## config.mk

```make
export PLATFORM = sky130hd
export DESIGN_NAME = adder_flit_injector
export DESIGN_NICKNAME = d
export VERILOG_FILES = /design/src/rtl/adder_flit_injector.sv
export SDC_FILE = /design/constraint.sdc
export NUM_CORES = 1
export LEC_CHECK = 0
export ABC_AREA = 1
export BUFFER_PORTS_ARGS = -buffer_cell sky130_fd_sc_hd__buf_2
export CAP_MARGIN = 10
export CORE_MARGIN = 2
export CORE_UTILIZATION = 58
export CTS_BUF_LIST = sky130_fd_sc_hd__clkbuf_8
export DETAILED_ROUTE_END_ITERATION = 10
export PLACE_DENSITY = 0.77
export RECOVER_POWER = 100
export SKIP_LAST_GASP = 1
export SYNTH_ARGS = -nofsm -noshare
export SYNTH_HDL_FRONTEND = slang
export SYNTH_SLANG_ARGS = --single-unit
```

## constraint.sdc

```tcl
create_clock -name clk -period 7.75 [get_ports clk]
set_clock_uncertainty 0.1 [all_clocks]
set_input_delay 0.3875 -clock clk [delete_from_list [all_inputs] [get_ports clk]]
set_output_delay 0.3875 -clock clk [all_outputs]
set_load 0.05 [all_outputs]
```

## src/rtl/adder_flit_injector.sv

```systemverilog
// adder_flit_injector: packet/flit stimulus source for the adder's operand buses.
// Emits NUM_PKT packets of PAYLOAD flits, each followed by GAP idle cycles.
// Optional LFSR data generator is compiled in with `define INJECTOR_LFSR_EN;
// without it the toggle pattern is always used and pattern_sel is ignored.
//
// state  | meaning
// -------+-----------------------------------------------------------
// S_IDLE | waiting for start; outputs hold last flit
// S_SEND | one payload flit presented per cycle, valid=1
// S_GAP  | idle cycles after a packet; operands hold the last flit
// S_DONE | single-cycle done pulse, then back to S_IDLE

module adder_flit_injector #(
  parameter int N       = 12,
  parameter int PAYLOAD = 20,
  parameter int GAP     = 7,
  parameter int NUM_PKT = 10
) (
  input  logic          clk,
  input  logic          rst,
  input  logic          start,
  input  logic          pattern_sel,
  output logic [N-1:0]  input1,
  output logic [N-1:0]  input2,
  output logic          valid,
  output logic          busy,
  output logic          done,
  output logic [15:0]   flit_cnt,
  output logic [15:0]   pkt_cnt
);

  localparam int          W      = 2 * N;
  localparam logic [15:0] PAY_M1 = 16'(PAYLOAD - 1);
  localparam logic [15:0] GAP_M1 = (GAP > 0) ? 16'(GAP - 1) : 16'd0;
  localparam logic [15:0] PKT_M1 = 16'(NUM_PKT - 1);

  typedef enum logic [1:0] {S_IDLE, S_SEND, S_GAP, S_DONE} state_t;

  state_t        state_q, state_d;
  logic [W-1:0]  word_q, word_d;
  logic          valid_q, valid_d;
  logic          busy_q, busy_d;
  logic          done_q, done_d;
  logic [15:0]   flit_cnt_q, flit_cnt_d;
  logic [15:0]   pkt_cnt_q, pkt_cnt_d;
  // Down-counters: flits left after the current one, packets left after
  // the current one, and gap cycles left after the current one.
  logic [15:0]   beat_left_q, beat_left_d;
  logic [15:0]   pkt_left_q, pkt_left_d;
  logic [15:0]   gap_left_q, gap_left_d;

  logic          last_flit, last_pkt, gap_done;
  logic          accept, load_first, load_next;
  logic [W-1:0]  toggle_word;

`ifdef INJECTOR_LFSR_EN
  localparam logic [31:0] LFSR_SEED = 32'hACE10001;
  logic          sel_q, sel_d;
  logic [31:0]   lfsr_q, lfsr_d;
  logic [31:0]   lfsr_src, lfsr_adv;

  // Fibonacci LFSR, taps 32,22,2,1, shifting towards the MSB.
  function automatic logic [31:0] lfsr_step(input logic [31:0] s);
    return {s[30:0], s[31] ^ s[21] ^ s[1] ^ s[0]};
  endfunction
`else
  logic          unused_pattern_sel;
  assign unused_pattern_sel = pattern_sel;
`endif

  function automatic logic [15:0] sat_inc(input logic [15:0] v);
    return (v == 16'hFFFF) ? v : v + 16'd1;
  endfunction

  assign last_flit = (beat_left_q == 16'd0);
  assign last_pkt  = (pkt_left_q == 16'd0);
  assign gap_done  = (gap_left_q == 16'd0);

  assign input1   = word_q[N-1:0];
  assign input2   = word_q[W-1:N];
  assign valid    = valid_q;
  assign busy     = busy_q;
  assign done     = done_q;
  assign flit_cnt = flit_cnt_q;
  assign pkt_cnt  = pkt_cnt_q;

  // State and datapath registers with synchronous reset.
  always_ff @(posedge clk) begin
    if (rst) begin
      state_q     <= S_IDLE;
      word_q      <= '0;
      valid_q     <= 1'b0;
      busy_q      <= 1'b0;
      done_q      <= 1'b0;
      flit_cnt_q  <= 16'd0;
      pkt_cnt_q   <= 16'd0;
      beat_left_q <= 16'd0;
      pkt_left_q  <= 16'd0;
      gap_left_q  <= 16'd0;
`ifdef INJECTOR_LFSR_EN
      sel_q       <= 1'b0;
      lfsr_q      <= LFSR_SEED;
`endif
    end else begin
      state_q     <= state_d;
      word_q      <= word_d;
      valid_q     <= valid_d;
      busy_q      <= busy_d;
      done_q      <= done_d;
      flit_cnt_q  <= flit_cnt_d;
      pkt_cnt_q   <= pkt_cnt_d;
      beat_left_q <= beat_left_d;
      pkt_left_q  <= pkt_left_d;
      gap_left_q  <= gap_left_d;
`ifdef INJECTOR_LFSR_EN
      sel_q       <= sel_d;
      lfsr_q      <= lfsr_d;
`endif
    end
  end

  // Next-state logic driven by the terminal counts.
  always_comb begin
    state_d = state_q;
    case (state_q)
      S_IDLE: if (start) state_d = S_SEND;
      S_SEND: begin
        if (last_flit) begin
          if (GAP > 0)       state_d = S_GAP;
          else if (last_pkt) state_d = S_DONE;
        end
      end
      S_GAP:  if (gap_done) state_d = last_pkt ? S_DONE : S_SEND;
      S_DONE: state_d = S_IDLE;
      default: state_d = S_IDLE;
    endcase
  end

  // Registered status outputs follow the state being entered.
  always_comb begin
    valid_d = (state_d == S_SEND);
    busy_d  = (state_d == S_SEND) || (state_d == S_GAP);
    done_d  = (state_d == S_DONE);
  end

  // Counters and flit word generation.
  always_comb begin
    accept      = (state_q == S_IDLE) && start;
    // A packet other than the first begins when SEND is (re)entered after a packet end.
    load_first  = accept ||
                  ((state_q == S_SEND) && last_flit && (state_d == S_SEND)) ||
                  ((state_q == S_GAP) && (state_d == S_SEND));
    load_next   = (state_q == S_SEND) && !last_flit;
    toggle_word = load_first ? {W{1'b1}} : ~word_q;

    word_d      = word_q;
    flit_cnt_d  = flit_cnt_q;
    pkt_cnt_d   = pkt_cnt_q;
    beat_left_d = beat_left_q;
    pkt_left_d  = pkt_left_q;
    gap_left_d  = gap_left_q;

    if (accept) begin
      flit_cnt_d = 16'd0;
      pkt_cnt_d  = 16'd0;
      pkt_left_d = PKT_M1;
    end else if (load_first) begin
      pkt_left_d = pkt_left_q - 16'd1;
    end

    if (load_first)     beat_left_d = PAY_M1;
    else if (load_next) beat_left_d = beat_left_q - 16'd1;

    if ((state_q == S_SEND) && last_flit) begin
      pkt_cnt_d  = sat_inc(pkt_cnt_q);
      gap_left_d = GAP_M1;
    end
    if ((state_q == S_GAP) && !gap_done) gap_left_d = gap_left_q - 16'd1;

    if (load_first || load_next) flit_cnt_d = sat_inc(flit_cnt_d);

`ifdef INJECTOR_LFSR_EN
    sel_d    = accept ? pattern_sel : sel_q;
    lfsr_src = accept ? LFSR_SEED : lfsr_q;
    lfsr_adv = lfsr_step(lfsr_src);
    lfsr_d   = lfsr_q;
    if (accept) lfsr_d = LFSR_SEED;
    if (load_first || load_next) begin
      lfsr_d = lfsr_adv;
      word_d = sel_d ? lfsr_adv[W-1:0] : toggle_word;
    end
`else
    if (load_first || load_next) word_d = toggle_word;
`endif
  end

endmodule

```

## Yosys cells after proc, flatten, opt, wreduce, memory -nomap -nowiden

Index checks and enable logic that the tools add are counted.
Widths: inputs -> output; s select.

| cells by class | value |
|---|---|
| equal/unequal tests | 9 |
| mux-type cells | 18 |
| add/sub/neg operators | 5 |
| bitwise gates (word level) | 1 |
| reductions and logical operators | 23 |

Operators with widths:

| kind | number |
|---|---|
| $mux 16 | 8 |
| $logic_not 16->1 | 3 |
| $sub 16x1->16 const B | 3 |
| $add 16x1->16 const B | 2 |
| $eq 16x16->1 const B | 2 |
| $mux 24 | 1 |
| $not 24->24 | 1 |
| $mux 5 | 2 |
| $eq 2x2->1 const B | 4 |
| $mux 2 | 4 |
| $mux 4 | 2 |
| $pmux 2 s4 | 1 |
| $reduce_bool 2->1 | 4 |
| $logic_and 1x1->1 | 6 |
| $eq 2x1->1 const B | 2 |
| $logic_or 1x1->1 | 4 |
| $reduce_or 2->1 | 2 |
| $logic_not 1->1 | 2 |
| $logic_not 2->1 | 1 |
| $ne 2x2->1 const B | 1 |
| $reduce_and 2->1 | 1 |

| storage, ports and cells | value |
|---|---|
| output and inout port bits | 59 |
| input port bits | 4 |
| register bits after elaboration | 109 |
| word-level logic and storage cells | 68 |

## Longest topological paths before layout

| logic depth | value |
|---|---|
| depth in word-level cells | 10 |
| mapped depth | 18 |
| gate-level depth less buffers | 18 |

## Worst setup path after synthesis

OpenSTA, ideal clock, no wires.

| timing | value |
|---|---|
| path kind | reg-to-reg |
| from | reg beat_left_q[0] |
| to | reg word_q[0] |
| period minus slack after synthesis | 2.434 ns |
| buffers on the path | 2 |
| setup time | 0.070 ns |
| required time | 7.580 ns |
| stages on the path, launching flop included | 16 |
| data arrival time | 2.264 ns |
| path slack | 5.316 ns |
| cells stage by stage | dfxtp_1 > inv_1 > ha_1 > nand2_2 > nor2_4 > nand2_1 > nand2_1 > buf_2 > nand3_1 > ha_1 > nand2_4 > nand2_4 > inv_4 > buf_8 > nand2_2 > a21oi_2 |

| on the way | value |
|---|---|
| cells in the longest elaborated chain, start to end | 8 |
| elaborated cells between the ends (all ways) | 13 |
| those cells by class | eq/ne (1); mux (3); reduce/logical (9) |

RTL lines:

| element | line | text |
|---|---|---|
| start: declaration | 48 | `logic [15:0] beat_left_q, beat_left_d;` |
| start signal: assignment | 112 | `beat_left_q <= beat_left_d;` |
| $logic_not 16->1 * | 75 | `assign last_flit = (beat_left_q == 16'd0);` |
| $mux 2 * | 128 | `if (last_flit) begin` |
| $pmux 2 s4 * | 125 | `case (state_q)` |
| named net state_d[0] | 39 | `state_t state_q, state_d;` |
| $eq 2x1->1 * | -- |  |
| named net valid_d | 41 | `logic valid_q, valid_d;` |
| $logic_and 1x1->1 | 151 | `((state_q == S_SEND) && last_flit && (state_d == S_SEND)) \|\|` |
| $logic_or 1x1->1 | 150 | `load_first = accept \|\|` |
| $logic_or 1x1->1 * | 151 |  |
| $mux 24 / $logic_or 1x1->1 (equally long branches) | 154, 193 |  |
| end signal: assignment | 106 | `word_q <= word_d;` |
| end: declaration | 40 | `logic [W-1:0] word_q, word_d;` |

The timed path passes the listed nets; every way through them passes the cells marked *.
A chain may end at the register's enable or synchronous reset.

## Worst setup path in the final report

| timing | value |
|---|---|
| from | reg gap_left_q[0] |
| to | reg flit_cnt_q[6], in the netlist flit_cnt[6] |

| on the way | value |
|---|---|
| cells in the longest elaborated chain, start to end | 9 |
| elaborated cells between the ends (all ways) | 10 |
| those cells by class | eq/ne (1); mux (3); reduce/logical (6) |

RTL lines:

| element | line | text |
|---|---|---|
| start: declaration | 50 | `logic [15:0] gap_left_q, gap_left_d;` |
| start signal: assignment | 114 | `gap_left_q <= gap_left_d;` |
| $logic_not 16->1 * | 77 | `assign gap_done = (gap_left_q == 16'd0);` |
| $mux 2 * | 133 | `S_GAP: if (gap_done) state_d = last_pkt ? S_DONE : S_SEND;` |
| $pmux 2 s4 * | 125 |  |
| named net state_d[1] | 39 |  |
| $eq 2x1->1 * | -- |  |
| named net valid_d | 41 |  |
| $logic_and 1x1->1 | 151 |  |
| $logic_or 1x1->1 | 150 |  |
| $logic_or 1x1->1 * | 151 |  |
| $logic_or 1x1->1 * | 180 | `if (load_first \|\| load_next) flit_cnt_d = sat_inc(flit_cnt_d);` |
| $mux 16 * | 180 |  |
| end signal: assignment | 110 | `flit_cnt_q <= flit_cnt_d;` |
| end: declaration | 44 | `logic [15:0] flit_cnt_q, flit_cnt_d;` |

Marks and branches as above.

==> flow_summary.yaml <==
grt:
  grt.overflow.total: 0
  grt_pass1_wl_um: 22900
  grt_pass1_vias: 5230
  grt_max_degree: 66
  antenna_found_initial: 0
  grt_use_total: 0.246
floorplan:
  die_width_um: 105
  core_area_mm2: 0.00986
  dieArea_mm2: 0.0111
  start_util: 0.602
  boundaryPins: 63
  rows: 36
  die_h_um: 105
sta:
  setup_ws_ps: 2680
  relSlewSlack: 0.406
  worst_slew_pin_slew_ps: 886
  setup_violations: 0
  period_needed_ps: 5070
  max_freq_mhz: 197
  setup_tns_ps: 0
  fin_crit_sh: 0.654
  drv_slew: 0
  rsz0062_at_grt: "no"
  timing.final.hold_violations: 0
routing:
  drtIter0Drc: 258
  via_count: 5572
  drc_errors: 0
  dr.pass1.iters: 6
  ant_nets: 0
  drt_wl_total_um: 13100
  wire_per_inst_um: 12.5
  viasPerCell: 5.31
power_and_ir_drop:
  ir_worst_vdd_v: 0.000246
  power-per-cell-area_mw_per_mm2: 412
  p_total_uw: 2580
  leakage_uw: 0.00258
worst_setup_path:
  critPathArrivalTime_ps: 5200
  critPathSlowestCell: "clkinvlp_2"
  r2r_setup_slack_ps: 2680
  crit_path_max_fanout: 25
  critPathKind: "reg2reg"
  slowest_delay_ps: 1030
  r2r-start: "gap_left_q[0]"
  cp_top_family: "simple AND/OR/NAND/NOR gates"
  crit_path_frequent_cell: "inv_1"
  cp.required_ps: 7880
  crit_start: "gap_left_q[0]"
  cp-end-kind: "flip-flop"
  path_cells: "inv_1 > ha_1 > nand3_1 > inv_1 > nand3_1 > o21ai_0 > nand2_2 > inv_1 > nand2_1 > inv_1 > ha_1 > nand2_1 > nand2_1 > clkinvlp_2 > nand3_1 > a21oi_1"
  crit_buf_inv: 5
  cp-start-kind: "flip-flop"
synth:
  yosysWarnings: 0
  synth_area_leader_cell: "dfxtp_1"
  synth_area_leaders: "dfxtp_1, nand2_1, nor2_1"
  syn_inst: 866
  synth-seq-cells: 109
  avgSynthCellArea_um2: 6.86
  netlist_area_mm2: 0.00594
  synth.yosys.seq_area_share: 0.367
  synth_cell_type_count: 39
  syn-num-nets: 878
  synth.top_cell.area_share: 0.367
layout:
  area_growth_pct: 5.66
  postLayoutCoreUtil: 0.637
  final_common_cell: "nand2_1"
  final_cell_mix: "nand2_1, nor2_1, dfxtp_1, a21oi_1, inv_1"
  antenna_cells: 0
  nFillCells: 965
  layout-drive-gt1-share: 0.0665
  final_area_mm2: 0.00628
  final_net_count: 924
place:
  port_buffers: 61
  dpl.hpwl_um: 9120
  placed_area_mm2: 0.00625
  pre_cts_ws_ps: 4710
  routabilityCongestion: 0.916
cts:
  cts_max_level: 3
  hold_buffers: 0
  worstSkewPairLatency_ps: 380
  clk_pin_slew_ps: 90
  clock_path_buffers: 2
  root_buffer: "clkbuf_8"
  cts.sinks: 109
  cts_setup_buffers: 0
  cts_inserted_buffers: 9
  post_cts_resized: 0
  cts_tree: "built"
hold_path:
  hold_start: "gap_left_q[0]"
  min_path_type: "reg2reg"
job:
  drv_cap: 0
status:
  outcome: "complete, no violations"
## flip-flops by register name (all words and copies together), names as in the netlist, 2 cells and up
register and count:
beat_left_q 16, flit_cnt 16, gap_left_q 16, pkt_cnt 16
pkt_left_q 16, state_q 2, word_q 24
## worst paths after layout
kind,endpoint,cells past startpoint
max,flit_cnt[6],16
min,gap_left_q[0],1
max reg2reg,flit_cnt[6],16
min reg2reg,gap_left_q[0],1
## area by class of cell
type | instances | area, µm² | area share
Sequential cell | 109 | 2180 | 0.347
Clock inverter | 3 | 17.5 | 0.00279
Inverter | 76 | 289 | 0.0460
Timing Repair Buffer | 63 | 246 | 0.0393
Multi-Input combinational cell | 653 | 3200 | 0.509
Clock buffer | 13 | 179 | 0.0285
Tap cell | 133 | 166 | 0.0265
## layer usage
layer	track usage	share of wire	up-vias	routed length, µm
li1	-	-	2857	-
met1	0.306	0.45	2575	5980
met2	0.429	0.49	129	6380
met3	0.0600	0.050	11	657
met4	0.0581	0.0099	0	130
met5	0	0	-	0
## worst register-to-register path: stages, from the launching register on
cell	delay, ps
dfxtp_1	330
inv_1	70
ha_1	180
nand3_1	150
inv_1	140
nand3_1	180
o21ai_0	640
nand2_2	180
inv_1	360
nand2_1	160
inv_1	80
ha_1	150
nand2_1	130
nand2_1	670
clkinvlp_2	1040
nand3_1	280
a21oi_1	80
## Yosys cell counts
cell type  instances
a22oi_1            1
nor3_4             1
inv_2              4
or2_1              2
a21oi_1           81
nand2_2           17
a211oi_1           1
o21ai_0           15
buf_8              1
nand2_4            4
a21oi_2           11
o21ai_1            1
o21ai_4            1
nand4_1           11
ha_1               8
dfxtp_1          109
nand3_1           67
buf_4              6
inv_4              2
clkbuf_1           9
nor2_4             1
nor3_2             1
nand3b_1           6
nand3_2            2
buf_2              7
or2_2              6
nand3_4            1
and3_1             1
nand2_1          222
a211oi_2           2
nor3_1            15
buf_1              1
a31oi_1            1
xor2_1            38
nor2_2             8
inv_1             70
buf_6              4
xnor2_1            9
nor2_1           119
## per-stage QoR
step                      hold WS, ps  std cells
after global placement            336       1034
after floorplan                   322        866
final                             370       1050
after global routing              386       1050
after CTS                         369       1050
after detailed placement          353       1034
## report_power, final
group	switching, µW	total (µW)	internal, µW
logic	1030	1440	415
registers	109	802	693
clock network	189	341	152
## cells by family after synthesis
logic type	share of synthesized area
simple gates	0.360
compound gates	0.108
flops	0.367
buf+inv	0.0787
xor+xnor	0.0693
fa+ha+maj	0.0168
(Power assumes the default switching activity.)
